===== src/rtl/bf_prog_loader.sv =====
// UART-fed Brainfuck program loader: translates source characters into 4-bit opcodes,
// writes them to program RAM, terminates the program with HALT, and releases the CPU once brackets balance.
module bf_prog_loader #(
  parameter int ADDR_W = 10,
  parameter int DEPTH  = 1024,
  parameter int NEST_W = 8
) (
  input  logic              clk,
  input  logic              rst,
  input  logic              i_rx_dv,
  input  logic [7:0]        i_rx_byte,
  input  logic              i_reload,
  output logic [ADDR_W-1:0] o_prog_address,
  output logic [3:0]        o_prog_data,
  output logic              o_prog_wren,
  output logic              o_cpu_rst_n,
  output logic              o_loading,
  output logic              o_done,
  output logic              o_error,
  output logic [ADDR_W:0]   o_prog_len
);

  typedef enum logic [1:0] {S_LOAD, S_TERM, S_DONE, S_ERROR} state_t;

  localparam logic [ADDR_W-1:0] LAST_ADDR = ADDR_W'(DEPTH - 1);
  localparam logic [3:0] OP_HALT  = 4'd0;
  localparam logic [3:0] OP_OPEN  = 4'd7;
  localparam logic [3:0] OP_CLOSE = 4'd8;

  state_t              state, state_n;
  logic [ADDR_W-1:0]   addr, addr_n;
  logic [NEST_W-1:0]   nest, nest_n;
  logic [ADDR_W:0]     len_n;
  logic [ADDR_W-1:0]   wr_addr_n;
  logic [3:0]          wr_data_n;
  logic                wren_n;

  logic [3:0]          op;
  logic                is_op;
  logic                is_term;

  // Character decode; anything not listed is whitespace/comment and produces no write.
  always_comb begin
    op      = OP_HALT;
    is_op   = 1'b1;
    is_term = 1'b0;
    unique case (i_rx_byte)
      8'h3E:        op = 4'd1;   // '>'
      8'h3C:        op = 4'd2;   // '<'
      8'h2B:        op = 4'd3;   // '+'
      8'h2D:        op = 4'd4;   // '-'
      8'h2E:        op = 4'd5;   // '.'
      8'h2C:        op = 4'd6;   // ','
      8'h5B:        op = OP_OPEN;
      8'h5D:        op = OP_CLOSE;
      8'h21, 8'h00: begin is_op = 1'b0; is_term = 1'b1; end
      default:      is_op = 1'b0;
    endcase
  end

  // NOTE: every signal assigned here gets a default first, so no path can infer a latch.
  always_comb begin
    state_n   = state;
    addr_n    = addr;
    nest_n    = nest;
    len_n     = o_prog_len;
    wr_addr_n = o_prog_address;
    wr_data_n = o_prog_data;
    wren_n    = 1'b0;

    unique case (state)
      S_LOAD: begin
        if (i_rx_dv && is_term) begin
          // HALT goes out while in TERM; addr stays so prog_len excludes it.
          state_n   = S_TERM;
          wren_n    = 1'b1;
          wr_addr_n = addr;
          wr_data_n = OP_HALT;
        end else if (i_rx_dv && is_op) begin
          if (addr == LAST_ADDR ||
              (op == OP_OPEN  && nest == '1) ||
              (op == OP_CLOSE && nest == '0)) begin
            state_n = S_ERROR;
          end else begin
            wren_n    = 1'b1;
            wr_addr_n = addr;
            wr_data_n = op;
            addr_n    = addr + ADDR_W'(1);
            len_n     = o_prog_len + (ADDR_W+1)'(1);
            if (op == OP_OPEN)  nest_n = nest + NEST_W'(1);
            if (op == OP_CLOSE) nest_n = nest - NEST_W'(1);
          end
        end
      end
      S_TERM: state_n = (nest == '0) ? S_DONE : S_ERROR;
      S_DONE, S_ERROR: begin
        if (i_reload) begin
          state_n = S_LOAD;
          addr_n  = '0;
          nest_n  = '0;
          len_n   = '0;
        end
      end
      default: state_n = S_LOAD;
    endcase
  end

  // NOTE: sequential state uses non-blocking assignments so all registers update together at the edge.
  always_ff @(posedge clk or negedge rst) begin
    if (!rst) begin
      state          <= S_LOAD;
      addr           <= '0;
      nest           <= '0;
      o_prog_len     <= '0;
      o_prog_address <= '0;
      o_prog_data    <= '0;
      o_prog_wren    <= 1'b0;
    end else begin
      state          <= state_n;
      addr           <= addr_n;
      nest           <= nest_n;
      o_prog_len     <= len_n;
      o_prog_address <= wr_addr_n;
      o_prog_data    <= wr_data_n;
      o_prog_wren    <= wren_n;
    end
  end

  // Status decodes straight from the state register, so the CPU is released only after HALT landed.
  assign o_cpu_rst_n = (state == S_DONE);
  assign o_done      = (state == S_DONE);
  assign o_error     = (state == S_ERROR);
  assign o_loading   = (state == S_LOAD) || (state == S_TERM);

endmodule

===== config.mk =====
export PLATFORM = sky130hd
export DESIGN_NAME = bf_prog_loader
export DESIGN_NICKNAME = d
export VERILOG_FILES = /design/src/rtl/bf_prog_loader.sv
export SDC_FILE = /design/constraint.sdc
export NUM_CORES = 1
export LEC_CHECK = 0
export BUFFER_PORTS_ARGS = -buffer_cell sky130_fd_sc_hd__buf_2
export CORE_MARGIN = 4
export CORE_UTILIZATION = 50
export DETAILED_ROUTE_END_ITERATION = 12
export GPL_ROUTABILITY_DRIVEN = 0
export GPL_TIMING_DRIVEN = 0
export PLACE_DENSITY_LB_ADDON = 0.12
export SYNTH_ARGS = -nofsm -noshare
export SYNTH_HDL_FRONTEND = slang
export SYNTH_SLANG_ARGS = --single-unit
export TNS_END_PERCENT = 5

===== constraint.sdc =====
create_clock -name clk -period 2.45 [get_ports clk]
set_input_delay 0.1225 -clock clk [delete_from_list [all_inputs] [get_ports clk]]
set_output_delay 0.1225 -clock clk [all_outputs]
set_load 0.01 [all_outputs]

==> run metrics <==
outcome=finished, violations left; failing checks=negative hold slack; Vias per Instance=around 6.5; TritonCTS clock tree=done; RSZ-0062 raised after global routing=yes; Core Rows=27; min Tclk post-route=2335 ps; TritonRoute pass-1 iters=4; Post-Syn Nets=320; initial drt markers=152; fin nets=366; Synth warnings=0; num ports=42; Inserted Diodes=0; CTS root buf=clkbuf_8; H-tree levels=2; arrival time at the worst endpoint=2210 ps; Starting Density=between 50% and 60%; crit-path max FO=10; Post-synth EDFFs=0; final setup margin=115.1 ps; post-layout util=59.26%; Peak VDD IR=roughly 0.33 mV; Tot GR Track Use=21.46%; r2r endpoint=o_prog_address[2]$_DFFE_PN0P_; pre-CTS WS=-141.1 ps; vias in the first global route=2667; total gr overflow=0; die height=84.34 um; Slew Viols, Final=0; Die Footprint=0.007113 sq mm; Worst Tran Pin Value=1017 ps; Power per Cell Area=659.0 mW/mm^2; ys flop type=dfrtp_1; Worst Setup EP=o_done; final WL=7.205 mm; ys async rst share=between 90% and 100%; WL/cell=17.28 um; Worst setup EP type=output port; total power=between 2 and 2.5 mW; Min-Delay Path Class=primary input to asynchronous set/reset pin; Yosys reg bits=46; CTS clock-pin slew for the worst setup and hold paths=roughly 80 ps; first-pass GRT wire length=~13 mm; post-placement cell count=between 400 and 500; leakage power=1.466 nW; Finish-stage setup viols=0; chip width=84.34 um; Worst R2R Start=nest[5]$_DFFE_PN0P_; crit path launch=state[1]$_DFFE_PN0P_; Clk Latency, worst-skew pair=about 300 ps; Final Hold Fails=2; Final period util=95.30%; # fillers=519; Final Skew=6.059 ps; drc violations=0; Vias=2691; CP startpoint kind=flop; synth unique cells=60; Multi-input gate area=0.001682 sq mm; CP required=~2300 ps; Rel. slew slack=around a third; Syn Area/Cell=9.746 sq um; initial antenna violation count=0; largest net degree at the start of global routing=47; port buffer count=39; critical path class=flop to output port; area grow syn2layout=13.35%; FF/Latch Area=roughly 0.0012 sq mm; MaxCap Viol Count=0; Synth Instances=299; total clock sinks=46; core area=~0.0056 sq mm; ANT nets after route=0; fin cells=417; share of post-route cells with drive strength above 1=24.06%; reg2reg setup slack=170 ps; cts bufs inserted=5; Max Root-Sink Buffers=2; Hold WS=-2.504 ps; sequential area share after synthesis=roughly 40%; Highest Clock Rate=0.4283 GHz; Reg2Reg Depth=5; synthesized area=0.002914 sq mm; HPWL after DPL=~5.4 mm
==> worst max-delay path, stage by stage, from the launching register on <==
cell and delay (ps):
dfrtp_1 380, clkbuf_1 380, inv_1 280, clkbuf_1 310
nor2_1 300, buf_4 160, buf_2 110
==> sequential cells by signal (all words and copies together), names as in the netlist <==
name and cells:
state 2, addr 10, nest 8, o_prog_len 11, o_prog_data 4, o_prog_wren 1
o_prog_address 10
==> cell usage after synthesis (7+ instances only) <==
master | instances | area, sq um
nand3_1 | 17 | 85.08
inv_1 | 9 | 33.78
nor2_1 | 7 | 26.28
a21oi_1 | 11 | 55.05
mux2_2 | 10 | 112.6
ha_1 | 8 | 100.1
dfrtp_1 | 46 | 1151
nor4_1 | 13 | 81.33
nand2_1 | 27 | 101.4
or3_1 | 11 | 68.82
nand4_1 | 8 | 50.05
o311ai_0 | 9 | 78.83
o41ai_1 | 9 | 78.83
nand2b_1 | 7 | 43.79
==> logic make-up (layout without fill, tap and decap cells) <==
family / after synthesis / in the layout / synth area share [%]
DFF: 46 / 46 / 39.50
buffers and inverters: 24 / 70 / 3.606
xor gates and xnor gates: 6 / 6 / 1.803
muxes: 14 / 14 / 5.238
and+or+nand+nor: 123 / 123 / 24.47
AOI/OAI and AO/OA: 77 / 77 / 21.25
adders and majority gates: 9 / 9 / 4.122
==> placed cells by master (no fill, tap or decap), types with 8 or more instances in the layout <==
master / n
ha_1: 8
nand3_1: 16
inv_1: 8
buf_2: 45
nand2_1: 27
or3_1: 11
o41ai_1: 9
dfrtp_1: 46
a21oi_1: 10
nand4_1: 8
nor4_1: 11
mux2_2: 10
==> through the flow <==
stage          setup TNS (ps)  hold WS, ps  instance area (sq um)
6_report                    0       -2.504                   3303
5_1_grt                -5.573        35.66                   3303
4_1_cts                     0        33.17                   3278
3_5_place_dp           -141.1        347.2                   3199
3_3_place_gp           -109.7        343.0                   3199
2_1_floorplan               0       -173.1                   2914
==> metal layers <==
| layer | routed length, um | part of all wire (%) | GRT usage (%) |
|---|---|---|---|
| met5 | 0 | 0 | 0 |
| met3 | 325 | 4.5 | 3.337 |
| met4 | 95 | 1.3 | 7.482 |
| met2 | 3584 | 50 | 36.87 |
| met1 | 3199 | 44 | 27.49 |
==> what timing repair did <==
item                                    CTS  global route
gates resized for setup                   0             9
hold buffers                              0             0
setup buffers                             0             0
endpoints found under the setup margin    0            29
==> worst min-delay path by stage <==
stage             start                            end  slack (ps)  cells after the start
2_1_floorplan       rst            addr[0]$_DFFE_PN0P_        -170                      0
3_3_place_gp   i_reload           state[1]$_DFFE_PN0P_         340                      2
3_5_place_dp   i_reload           state[1]$_DFFE_PN0P_         350                      2
4_1_cts        i_reload           state[1]$_DFFE_PN0P_          30                      2
5_1_grt        i_reload           state[1]$_DFFE_PN0P_          40                      2
6_report            rst  o_prog_address[5]$_DFFE_PN0P_          -3                      1
==> cell type report <==
type,instances,area share (%)
Buffer,15,2.197
Clock buffer,5,2.083
Clock inverter,2,0.3030
Inverter,9,1.023
Multi-Input combinational cell,229,50.91
Sequential cell,46,34.85
Tap cell,72,2.727
Timing Repair Buffer,39,5.909
==> where the power goes <==
part | switching [mW] | internal, mW | leakage (nW)
combinational | 0.501 | 0.274 | 0.804
clock | 0.251 | 0.192 | 0.0438
sequential | 0.103 | 0.855 | 0.617
total | 0.855 | 1.32 | 1.47
No activity file was read; power rests on OpenSTA's default activity.
